--- config.mk ---
export PLATFORM = sky130hd
export DESIGN_NAME = mem_ctrl
export DESIGN_NICKNAME = d
export VERILOG_FILES = /design/src/rtl/mem_ctrl_pkg.sv /design/src/rtl/mem_ctrl_arbiter.sv /design/src/rtl/mem_ctrl.sv
export SDC_FILE = /design/constraint.sdc
export NUM_CORES = 1
export LEC_CHECK = 0
export CAP_MARGIN = 20
export CORE_MARGIN = 2
export CORE_UTILIZATION = 45
export CTS_CLUSTER_DIAMETER = 40
export DETAILED_ROUTE_END_ITERATION = 7
export GPL_TIMING_DRIVEN = 0
export HOLD_SLACK_MARGIN = 0.1
export PLACE_DENSITY = 0.73
export SETUP_SLACK_MARGIN = 0.4
export SYNTH_ARGS = -nofsm -noshare
export SYNTH_HDL_FRONTEND = slang
export SYNTH_SLANG_ARGS = --single-unit
--- constraint.sdc ---
create_clock -name clk -period 3.9 [get_ports clk]
set_input_delay 1.17 -clock clk [delete_from_list [all_inputs] [get_ports clk]]
set_output_delay 1.17 -clock clk [all_outputs]
set_load 0.01 [all_outputs]
--- src/rtl/mem_ctrl_pkg.sv ---
// mem_ctrl_pkg: shared definitions for the byte-serial memory controller.
//   - size codes used by load/store requesters
//   - FSM state and request-owner encodings
//   - default IO threshold and fetch length
//   - size_to_len(): maps a size code to a byte count (1/2/4)
package mem_ctrl_pkg;

  localparam logic [1:0] SZ_B = 2'd0;
  localparam logic [1:0] SZ_H = 2'd1;
  localparam logic [1:0] SZ_W = 2'd2;

  localparam logic [31:0] IO_THRESHOLD_DEF = 32'h0003_0000;
  localparam int          FETCH_LEN_DEF    = 4;

  typedef enum logic [1:0] {
    ST_IDLE  = 2'd0,
    ST_READ  = 2'd1,
    ST_WRITE = 2'd2
  } state_e;

  typedef enum logic [1:0] {
    OWN_NONE  = 2'd0,
    OWN_FETCH = 2'd1,
    OWN_LOAD  = 2'd2,
    OWN_STORE = 2'd3
  } owner_e;

  // Size code 3 is illegal and is treated as a full word.
  function automatic logic [2:0] size_to_len(input logic [1:0] sz);
    case (sz)
      SZ_B:    return 3'd1;
      SZ_H:    return 3'd2;
      default: return 3'd4;
    endcase
  endfunction

endpackage

--- src/rtl/mem_ctrl_arbiter.sv ---
// mem_arbiter: combinational fixed-priority grant, store > load > fetch.
// Ports:
//   en         in   1  grant allowed this cycle (idle, no rollback, no done pulse high)
//   store_req  in   1  committed store request
//   load_req   in   1  load request
//   fetch_req  in   1  instruction fetch request
//   gnt_valid  out  1  a request is granted this cycle
//   gnt_owner  out  2  owner of the granted request (OWN_NONE when none)
module mem_arbiter
  import mem_ctrl_pkg::*;
(
  input  logic   en,
  input  logic   store_req,
  input  logic   load_req,
  input  logic   fetch_req,
  output logic   gnt_valid,
  output owner_e gnt_owner
);

  always_comb begin
    gnt_valid = 1'b0;
    gnt_owner = OWN_NONE;
    if (en) begin
      if (store_req) begin
        gnt_valid = 1'b1;
        gnt_owner = OWN_STORE;
      end else if (load_req) begin
        gnt_valid = 1'b1;
        gnt_owner = OWN_LOAD;
      end else if (fetch_req) begin
        gnt_valid = 1'b1;
        gnt_owner = OWN_FETCH;
      end
    end
  end

endmodule

--- src/rtl/mem_ctrl.sv ---
// mem_ctrl: shares one 8-bit RAM/IO port between instruction fetch, LSB loads
// and ROB committed stores. Each request is serialised into 1/2/4 byte
// accesses; reads return little-endian assembled data, writes a finish pulse.
// Ports:
//   clk, rst_n            clock, asynchronous active-low reset
//   rdy                   global ready; low freezes every register
//   rollback              mispredict flush (aborts reads, never stores)
//   fetch_req/addr        fetch request -> fetch_done pulse + fetch_inst
//   load_req/addr/size    load request  -> load_done pulse + load_data
//   store_req/addr/size/data  store request -> finish_store pulse
//   mem_din               RAM read byte (one-cycle registered latency)
//   mem_dout/mem_a/mem_wr RAM write byte, byte address, write enable
//   io_buffer_full        back-pressure for writes at or above IO_THRESHOLD
//   dbg_state             current FSM state, for observation only
//
// Requester handshake: a requester holds its req level (and its address,
// size and data) until it sees its one-cycle done pulse; in that pulse cycle
// no new grant is made, which gives the requester one cycle to drop req.
module mem_ctrl
  import mem_ctrl_pkg::*;
#(
  parameter logic [31:0] IO_THRESHOLD = IO_THRESHOLD_DEF,
  parameter int          FETCH_LEN    = FETCH_LEN_DEF
) (
  input  logic        clk,
  input  logic        rst_n,
  input  logic        rdy,
  input  logic        rollback,
  input  logic        fetch_req,
  input  logic [31:0] fetch_addr,
  output logic        fetch_done,
  output logic [31:0] fetch_inst,
  input  logic        load_req,
  input  logic [31:0] load_addr,
  input  logic [1:0]  load_size,
  output logic        load_done,
  output logic [31:0] load_data,
  input  logic        store_req,
  input  logic [31:0] store_addr,
  input  logic [1:0]  store_size,
  input  logic [31:0] store_data,
  output logic        finish_store,
  input  logic [7:0]  mem_din,
  output logic [7:0]  mem_dout,
  output logic [31:0] mem_a,
  output logic        mem_wr,
  input  logic        io_buffer_full,
  output logic [1:0]  dbg_state
);

  state_e      state_q, state_d;
  owner_e      owner_q, owner_d;
  logic [31:0] base_q, base_d;
  logic [2:0]  len_q, len_d;
  logic [2:0]  cnt_q, cnt_d;
  logic [31:0] sdata_q, sdata_d;
  logic [31:0] buf_q, buf_d;
  logic        fetch_done_q, fetch_done_d;
  logic [31:0] fetch_inst_q, fetch_inst_d;
  logic        load_done_q, load_done_d;
  logic [31:0] load_data_q, load_data_d;
  logic        finish_store_q, finish_store_d;
  logic [31:0] mem_a_q, mem_a_d;
  logic [7:0]  mem_dout_q, mem_dout_d;
  logic        mem_wr_q, mem_wr_d;

  logic        pulse_busy;
  logic        arb_en;
  logic        gnt_valid;
  owner_e      gnt_owner;
  logic [2:0]  cnt_m1;
  logic [2:0]  rd_next;
  logic [31:0] rd_next_addr;
  logic [31:0] wr_addr;

  assign pulse_busy   = fetch_done_q | load_done_q | finish_store_q;
  assign arb_en       = (state_q == ST_IDLE) && !rollback && !pulse_busy;
  assign cnt_m1       = cnt_q - 3'd1;
  assign rd_next      = cnt_q + 3'd1;
  assign rd_next_addr = base_q + {29'd0, rd_next};
  assign wr_addr      = base_q + {29'd0, cnt_q};

  mem_arbiter u_arb (
    .en        (arb_en),
    .store_req (store_req),
    .load_req  (load_req),
    .fetch_req (fetch_req),
    .gnt_valid (gnt_valid),
    .gnt_owner (gnt_owner)
  );

  always_comb begin
    state_d        = state_q;
    owner_d        = owner_q;
    base_d         = base_q;
    len_d          = len_q;
    cnt_d          = cnt_q;
    sdata_d        = sdata_q;
    buf_d          = buf_q;
    fetch_done_d   = 1'b0;
    fetch_inst_d   = fetch_inst_q;
    load_done_d    = 1'b0;
    load_data_d    = load_data_q;
    finish_store_d = 1'b0;
    mem_a_d        = mem_a_q;
    mem_dout_d     = mem_dout_q;
    mem_wr_d       = 1'b0;

    case (state_q)
      ST_IDLE: begin
        if (gnt_valid) begin
          owner_d = gnt_owner;
          buf_d   = 32'd0;
          case (gnt_owner)
            OWN_STORE: begin
              state_d = ST_WRITE;
              base_d  = store_addr;
              len_d   = size_to_len(store_size);
              sdata_d = store_data;
              mem_a_d = store_addr;
              // Byte 0 goes out on the grant edge unless the IO buffer is full.
              if ((store_addr >= IO_THRESHOLD) && io_buffer_full) begin
                cnt_d = 3'd0;
              end else begin
                mem_dout_d = store_data[7:0];
                mem_wr_d   = 1'b1;
                cnt_d      = 3'd1;
              end
            end
            OWN_LOAD: begin
              state_d = ST_READ;
              base_d  = load_addr;
              len_d   = size_to_len(load_size);
              mem_a_d = load_addr;
              cnt_d   = 3'd0;
            end
            default: begin
              state_d = ST_READ;
              base_d  = fetch_addr;
              len_d   = 3'(FETCH_LEN);
              mem_a_d = fetch_addr;
              cnt_d   = 3'd0;
            end
          endcase
        end
      end

      // cnt_q is the index of the byte whose address is currently on mem_a;
      // the RAM answers one edge later, so byte cnt_q-1 is captured now.
      ST_READ: begin
        if (rollback) begin
          state_d = ST_IDLE;
          mem_a_d = 32'd0;
          cnt_d   = 3'd0;
        end else begin
          if (cnt_q != 3'd0) begin
            buf_d[{cnt_m1[1:0], 3'b000} +: 8] = mem_din;
          end
          if (cnt_q == len_q) begin
            state_d = ST_IDLE;
            mem_a_d = 32'd0;
            cnt_d   = 3'd0;
            if (owner_q == OWN_LOAD) begin
              load_data_d = buf_d;
              load_done_d = 1'b1;
            end else begin
              fetch_inst_d = buf_d;
              fetch_done_d = 1'b1;
            end
          end else begin
            cnt_d   = rd_next;
            mem_a_d = (rd_next < len_q) ? rd_next_addr : 32'd0;
          end
        end
      end

      // cnt_q is the index of the next byte to put on the bus.
      ST_WRITE: begin
        if (cnt_q == len_q) begin
          state_d        = ST_IDLE;
          finish_store_d = 1'b1;
          mem_a_d        = 32'd0;
          cnt_d          = 3'd0;
        end else if ((wr_addr >= IO_THRESHOLD) && io_buffer_full) begin
          mem_a_d = wr_addr;
        end else begin
          mem_a_d    = wr_addr;
          mem_dout_d = sdata_q[{cnt_q[1:0], 3'b000} +: 8];
          mem_wr_d   = 1'b1;
          cnt_d      = rd_next;
        end
      end

      default: begin
        state_d = ST_IDLE;
        mem_a_d = 32'd0;
        cnt_d   = 3'd0;
      end
    endcase
  end

  always_ff @(posedge clk or negedge rst_n) begin
    if (!rst_n) begin
      state_q        <= ST_IDLE;
      owner_q        <= OWN_NONE;
      base_q         <= 32'd0;
      len_q          <= 3'd0;
      cnt_q          <= 3'd0;
      sdata_q        <= 32'd0;
      buf_q          <= 32'd0;
      fetch_done_q   <= 1'b0;
      fetch_inst_q   <= 32'd0;
      load_done_q    <= 1'b0;
      load_data_q    <= 32'd0;
      finish_store_q <= 1'b0;
      mem_a_q        <= 32'd0;
      mem_dout_q     <= 8'd0;
      mem_wr_q       <= 1'b0;
    end else if (rdy) begin
      state_q        <= state_d;
      owner_q        <= owner_d;
      base_q         <= base_d;
      len_q          <= len_d;
      cnt_q          <= cnt_d;
      sdata_q        <= sdata_d;
      buf_q          <= buf_d;
      fetch_done_q   <= fetch_done_d;
      fetch_inst_q   <= fetch_inst_d;
      load_done_q    <= load_done_d;
      load_data_q    <= load_data_d;
      finish_store_q <= finish_store_d;
      mem_a_q        <= mem_a_d;
      mem_dout_q     <= mem_dout_d;
      mem_wr_q       <= mem_wr_d;
    end
  end

  assign fetch_done   = fetch_done_q;
  assign fetch_inst   = fetch_inst_q;
  assign load_done    = load_done_q;
  assign load_data    = load_data_q;
  assign finish_store = finish_store_q;
  assign mem_a        = mem_a_q;
  assign mem_dout     = mem_dout_q;
  assign mem_wr       = mem_wr_q;
  assign dbg_state    = state_q;

endmodule

# Word-level counts from Yosys, hierarchy flattened
# Index checks and enable logic that the tools add are counted.
[classes]
n_eq_ne = 15
mux = 58
n_shift = 3
n_reduce_logical = 20
n_bitwise = 4
magnitude_cmp = 3
addsub = 5
[op_table]
columns = ["cell", "n"]
rows = [
  ["two-way mux 32 bit", 8],
  ["case mux 32 bit (2 select lines)", 2],
  ["case mux 32 bit (3 select lines)", 1],
  ["adder 32 x 3 -> 32 bit", 2],
  [">= comparator 32 x 18 -> 1 bit (second input constant)", 2],
  ["two-way mux 8 bit", 5],
  ["bitwise mux 32 bit", 1],
  ["variable shift 8 x 7 -> 32 bit (first input constant)", 1],
  ["indexed part select 32 x 6 -> 8 bit", 1],
  ["indexed part select 8 x 7 -> 32 bit", 1],
  ["two-way mux 1 bit", 21],
  ["two-way mux 3 bit", 6],
  ["case mux 3 bit (2 select lines)", 3],
  ["case mux 8 bit (2 select lines)", 1],
  ["two-way mux 2 bit", 7],
  ["inequality test 2 bit (second input constant)", 5],
  ["AND reduction 5 bit", 2],
  ["case mux 3 bit (3 select lines)", 1],
  ["equality test 2 bit (second input constant)", 4],
  ["AND reduction 4 bit", 2],
  ["negator 5 -> 7 bit", 1],
  ["AND reduction 7 bit", 1],
  ["equality test 2 x 1 -> 1 bit (second input constant)", 3],
  ["logical NOT 2 bit", 3],
  ["16 further kinds", 24],
]
[word_totals]
inputBits = 148
regBits = 214

# Depth between registers and ports, before layout
[logic_depth]
depth_word = 9
depth_mapped = 13
ltp_nobuf = 12

# Cells and area by module
# Synthesis repeated with hierarchy kept, for this count alone.
[hier_totals]
cells_unflattened = 1201
area_unflattened_um2 = 11447.2
[modules_own_cells]
columns = ["module", "cells_per_inst", "area_per_inst_um2", "instances"]
rows = [
  ["mem_ctrl", 1197, 11417.2, 1],
  ["mem_arbiter", 4, 30.0, 1],
]

# Worst setup path after synthesis
# Ideal clock, no wire load.
[synth_timing]
path_kind = "reg-to-reg"
startpoint = "reg cnt_q[1]"
endpoint = "reg mem_a_q[24] (netlist: mem_a[24])"
setup_slack_ns = 0.707
period_less_slack_ns = 3.193
required_time_ns = 3.771
arrival_time_ns = 3.064
setup_time_ns = 0.129
path_stages_with_launch = 13
cell_sequence = "dfrtp_1 buf_2 inv_1 ha_1 inv_1 fa_1 nor2b_1 o21ai_1 or3_1 nor2_1 xnor2_1 nor2_1 o41a_1"
[synth_between]
elab_chain_len = 6
elab_cells_between_ends = 10
cone_classes = "add/sub (3); order compare (1); eq/ne (1); mux (5)"
[synth_lines]
columns = ["element", "line", "rtl"]
rows = [
  ["start: declaration", "mem_ctrl.sv:55", "logic [2:0] cnt_q, cnt_d;"],
  ["start signal: assignment", "mem_ctrl.sv:224", "cnt_q <= cnt_d;"],
  ["adder 3 x 1 -> 3 bit", "mem_ctrl.sv:79", "assign rd_next = cnt_q + 3'd1;"],
  ["adder 32 x 3 -> 32 bit / less-than comparator 3 bit (equally long branches)", "mem_ctrl.sv:80, mem_ctrl.sv:172", ""],
  ["two-way mux 32 bit", "mem_ctrl.sv:172", "mem_a_d = (rd_next < len_q) ? rd_next_addr : 32'd0;"],
  ["two-way mux 32 bit", "mem_ctrl.sv:159", "if (cnt_q == len_q) begin"],
  ["two-way mux 32 bit", "mem_ctrl.sv:151", "if (rollback) begin"],
  ["case mux 32 bit (3 select lines) *", "mem_ctrl.sv:109", "case (state_q)"],
  ["end signal: assignment", "mem_ctrl.sv:232", "mem_a_q <= mem_a_d;"],
  ["end: declaration", "mem_ctrl.sv:63", "logic [31:0] mem_a_q, mem_a_d;"],
]
# Every way passes the cells marked *; elsewhere a longest branch is shown, timed or not.
# A chain may end at the register's enable or synchronous reset.

# Final worst setup path
[layout_timing]
startpoint = "reg cnt_q[2]"
endpoint = "reg mem_dout_q[4] (netlist: mem_dout[4])"
[layout_between]
elab_chain_len = 5
elab_cells_between_ends = 7
cone_classes = "add/sub (1); order compare (1); eq/ne (3); reduce/logical (2)"
[layout_lines]
columns = ["element", "line", "rtl"]
rows = [
  ["adder 32 x 3 -> 32 bit", "mem_ctrl.sv:81", "assign wr_addr = base_q + {29'd0, cnt_q};"],
  [">= comparator 32 x 18 -> 1 bit", "mem_ctrl.sv:184", "end else if ((wr_addr >= IO_THRESHOLD) && io_buffer_full) begin"],
  ["logical AND 1 bit", "mem_ctrl.sv:184", ""],
  ["inequality test 2 bit (no line)", "--", ""],
  ["AND reduction 7 bit (no line) *", "--", ""],
  ["end signal: assignment", "mem_ctrl.sv:233", "mem_dout_q <= mem_dout_d;"],
  ["end: declaration", "mem_ctrl.sv:64", "logic [7:0] mem_dout_q, mem_dout_d;"],
]
# Marks and branches as above.

==> impl_metrics.xml <==
<?xml version="1.0" encoding="UTF-8"?>
<metrics>
  <group name="outcome">
    <metric name="run_status" unit="">complete, no violations</metric>
  </group>
  <group name="drt">
    <metric name="detailed_route_wire_length_per_cell" unit="microns">21.8</metric>
    <metric name="antenna_violating_nets_post_route" unit="">0</metric>
    <metric name="drcViolationCount" unit="">0</metric>
    <metric name="routed_wl" unit="mm">39.8</metric>
    <metric name="average_via_count_per_standard_cell" unit="">5.93</metric>
    <metric name="drt_iter0_drc" unit="">1062</metric>
    <metric name="total_via_count_after_detailed_routing" unit="">10800</metric>
    <metric name="drt_first_pass_iters" unit="">6</metric>
  </group>
  <group name="setup_path">
    <metric name="crit_arrival" unit="ns">3.85</metric>
    <metric name="setup.worst_path.start_class" unit="">flip-flop</metric>
    <metric name="worst-endpoint-required" unit="ns">4.35</metric>
    <metric name="timing.critical_path.buf_inv" unit="">2</metric>
    <metric name="worstPathCellList" unit="">ha_2 &gt; nand3_1 &gt; a21o_1 &gt; or4_1 &gt; mux2i_1 &gt; a211oi_1 &gt; nand4_2 &gt; buf_4 &gt; a31oi_4 &gt; buf_12 &gt; mux2_2</metric>
    <metric name="worstPathMaxFanout" unit="">8</metric>
    <metric name="r2r_slack" unit="ns">0.50</metric>
    <metric name="criticalPathCategory" unit="">reg2reg</metric>
    <metric name="worstReg2RegEnd" unit="">mem_dout[4]</metric>
    <metric name="critical_path.max_stage_delay" unit="ns">0.51</metric>
    <metric name="setup.worst_path.end_class" unit="">flip-flop</metric>
    <metric name="critical_path.top_delay_family" unit="">simple AND/OR/NAND/NOR gates</metric>
    <metric name="timing.reg2reg.worst_path_depth" unit="">11</metric>
    <metric name="reg2reg_from" unit="">cnt_q[2]</metric>
    <metric name="critPathSlowestCell" unit="">or4_1</metric>
  </group>
  <group name="global_routing">
    <metric name="grt_max_degree" unit="">112</metric>
    <metric name="grt_pass1_wl" unit="mm">61.2</metric>
    <metric name="vias_in_the_first_global_route" unit="">10600</metric>
    <metric name="number_of_antenna_violations_at_the_first_check_in_global_routing" unit="">0</metric>
    <metric name="globalRouteTotalUtil" unit="%">29.7</metric>
    <metric name="overflow" unit="">0</metric>
  </group>
  <group name="yosys">
    <metric name="syn_inst" unit="">1193</metric>
    <metric name="asyncSetResetFlopFracSynth" unit="%">100</metric>
    <metric name="syn-num-nets" unit="">1358</metric>
    <metric name="post_synth_instance_area" unit="sq um">11500</metric>
    <metric name="synth_top_cell_by_area" unit="">dfrtp_1</metric>
    <metric name="syn_avg_cell_area" unit="sq um">9.62</metric>
    <metric name="synthesis_warning_total" unit="">0</metric>
    <metric name="netlist.area_leader.share" unit="%">46.7</metric>
    <metric name="synth.most_common_cell" unit="">dfrtp_1</metric>
    <metric name="netlist_top_cells_area" unit="">dfrtp_1, o21ai_0, mux2_2, nand2_1, a22o_1</metric>
    <metric name="ys_dominant_reg_cell" unit="">dfrtp_1</metric>
    <metric name="fraction_of_the_yosys_area_taken_by_sequential_cells" unit="%">46.7</metric>
    <metric name="synth.cells.most_frequent" unit="">dfrtp_1, nand2_1, o21ai_0</metric>
    <metric name="synth-seq-cells" unit="">214</metric>
    <metric name="synth.distinct_cells" unit="">69</metric>
    <metric name="synth_enable_flop_cells" unit="">0</metric>
  </group>
  <group name="floorplan">
    <metric name="design.die.area" unit="sq um">26800</metric>
    <metric name="std_cell_rows" unit="">58</metric>
    <metric name="num_io_pins" unit="">258</metric>
    <metric name="initial_utilization" unit="%">45.7</metric>
    <metric name="die_height" unit="microns">164</metric>
    <metric name="core_area" unit="sq um">25100</metric>
    <metric name="floorplan.die.width" unit="microns">164</metric>
  </group>
  <group name="pwr">
    <metric name="static-leakage-power" unit="uW">0.00651</metric>
    <metric name="powerDensity" unit="nW/um^2">643</metric>
    <metric name="irDropWorstVdd" unit="uV">351</metric>
  </group>
  <group name="timing">
    <metric name="min_period_over_period" unit="%">87.1</metric>
    <metric name="fmax" unit="MHz">294</metric>
    <metric name="hold_viol" unit="">0</metric>
    <metric name="max_slew_margin" unit="%">34.1</metric>
    <metric name="setup_tns" unit="ns">0</metric>
    <metric name="fin_worst_skew" unit="ns">0.0181</metric>
    <metric name="rsz0062_at_grt" unit="">no</metric>
    <metric name="final_period_minus_worst_setup_slack" unit="ns">3.40</metric>
    <metric name="tightestPinTransition" unit="ns">0.979</metric>
    <metric name="post-route-worst-setup-slack" unit="ns">0.502</metric>
    <metric name="final_max_slew_viols" unit="">0</metric>
    <metric name="finalSetupViolations" unit="">0</metric>
  </group>
  <group name="cells_and_area">
    <metric name="drive_gt1_share" unit="%">14.5</metric>
    <metric name="register_area" unit="sq um">5360</metric>
    <metric name="num_antenna_cells" unit="">0</metric>
    <metric name="fill_cells" unit="">2122</metric>
    <metric name="finalNetCount" unit="">1643</metric>
    <metric name="multiInputGateArea" unit="sq um">5820</metric>
    <metric name="stdcell_area" unit="sq um">15600</metric>
    <metric name="area_growth" unit="%">35.7</metric>
  </group>
  <group name="placed_design">
    <metric name="dpl.hpwl" unit="mm">29.5</metric>
    <metric name="dp_slack" unit="ns">-1.10</metric>
    <metric name="io_buffer_count" unit="">247</metric>
    <metric name="placement.cell_area" unit="sq um">14400</metric>
    <metric name="weighted_congestion_reported_at_the_end_of_routability_driven_placement" unit="">0.938</metric>
  </group>
  <group name="clocking">
    <metric name="tritoncts" unit="">built</metric>
    <metric name="insertion_delay" unit="ns">0.57</metric>
    <metric name="clk_transition_reported_paths" unit="ns">0.06</metric>
    <metric name="numClockSinks" unit="">214</metric>
    <metric name="cts-buffers-inserted" unit="">28</metric>
    <metric name="clock_tree.htree_level_count" unit="">1</metric>
    <metric name="ctsHoldBuffers" unit="">0</metric>
    <metric name="clock_tree.buffer_depth" unit="">3</metric>
    <metric name="buffer_cell_driving_the_clock_tree_root" unit="">clkbuf_16</metric>
  </group>
  <group name="hold_path">
    <metric name="end_of_the_worst_hold_path" unit="">load_data[13]</metric>
    <metric name="hold_depth" unit="">2</metric>
    <metric name="holdCritStartpoint" unit="">load_data[13]</metric>
    <metric name="worst_hold_path_type" unit="">reg2reg</metric>
  </group>
  <group name="flow_run">
    <metric name="max_cap_viol" unit="">0</metric>
  </group>
</metrics>
[cells by family (layout without fill, tap and decap cells)]
group | after synthesis | after routing | synth area share [%]
flops | 214 | 214 | 46.7
mux | 98 | 98 | 10.2
xor+xnor | 26 | 26 | 1.98
fa+ha+maj | 17 | 17 | 1.98
compound gates | 360 | 360 | 20.2
simple gates | 372 | 372 | 15.1
buf+inv | 106 | 412 | 3.81
[layout by cell type (no fill, tap or decap), types with 13 or more instances in the layout]
cell / instances
a21oi_1: 44
nand4_1: 16
ha_1: 13
nor2_1: 59
inv_1: 15
clkbuf_16: 28
nand3_1: 28
clkbuf_2: 19
mux2i_1: 21
o21ai_0: 150
nor3_1: 17
clkdlybuf4s50_1: 245
nand2_1: 181
dfrtp_1: 212
a22oi_1: 40
buf_2: 13
clkbuf_1: 46
mux2_2: 67
xor2_1: 13
xnor2_1: 13
a22o_1: 36
[power breakdown]
part / internal [uW] / switching (uW) / leakage [uW]
logic: 1850 / 2350 / 0.00323
clock network: 1510 / 1070 / 0.000454
registers: 2770 / 454 / 0.00282
[worst max path at each step]
stage | from | end | slack (ns) | cells after the start
finish | cnt_q[2] | mem_dout[4] | 0.50 | 11
floorplan | cnt_q[1] | mem_a[24] | 0.71 | 12
detailed placement | rollback | mem_a[17] | -1.10 | 10
global route | cnt_q[0] | mem_a[26] | 0.40 | 13
CTS | dbg_state[1] | mem_a[17] | 0.40 | 7
global placement | rst_n | base_q[13] | -7.31 | 1
[sequential cells by signal (all words and copies together) (netlist names)]
register      count
finish_store      1
owner_q           2
base_q           32
sdata_q          32
load_data        32
fetch_done        1
mem_dout          8
buf_q            32
cnt_q             3
dbg_state         2
mem_wr            1
mem_a            32
fetch_inst       32
load_done         1
len_q             3
[worst register-to-register path, stage by stage (launching register included)]
cell,delay [ns]
dfrtp_1,0.45
ha_2,0.42
nand3_1,0.17
a21o_1,0.29
or4_1,0.51
mux2i_1,0.15
a211oi_1,0.29
nand4_2,0.11
buf_4,0.19
a31oi_4,0.20
buf_12,0.16
mux2_2,0.33
[metrics by stage]
| step | power (uW) | instances | util [%] | hold WS, ns |
|---|---|---|---|---|
| final | 10000 | 1829 | 62.0 | 0.478 |
| after global routing | 10500 | 1829 | 62.0 | 0.506 |
| after detailed placement | 7200 | 1774 | 57.4 | 0.470 |
| after global placement | 7130 | 1770 | 57.2 | 0.461 |
| after floorplan | 5600 | 1193 | - | 0.447 |
| after CTS | 9900 | 1828 | 61.7 | 0.484 |
[per-layer routing]
| layer | wire, microns | GRT usage (%) | vias up |
|---|---|---|---|
| li1 | - | - | 4937 |
| met1 | 17200 | 42.6 | 5322 |
| met2 | 18200 | 46.1 | 519 |
| met3 | 3420 | 5.54 | 65 |
| met4 | 1050 | 8.21 | 0 |
| met5 | 0 | 0 | - |
[cell type report]
cell class,count,share of cell area [%]
Buffer,91,2.68
Inverter,15,0.362
Clock inverter,19,1.34
Clock buffer,32,4.73
Multi-Input combinational cell,873,37.4
Tap cell,330,2.65
Sequential cell,214,34.4
Timing Repair Buffer,255,16.4
[timing repair]
item,in CTS,in global routing
setup endpoints to repair,115,70
pin swaps,4,3
buffers inserted,3,1
cloned,0,0
gates resized for setup,38,24
Note: power is estimated with default switching activity, not from simulation.
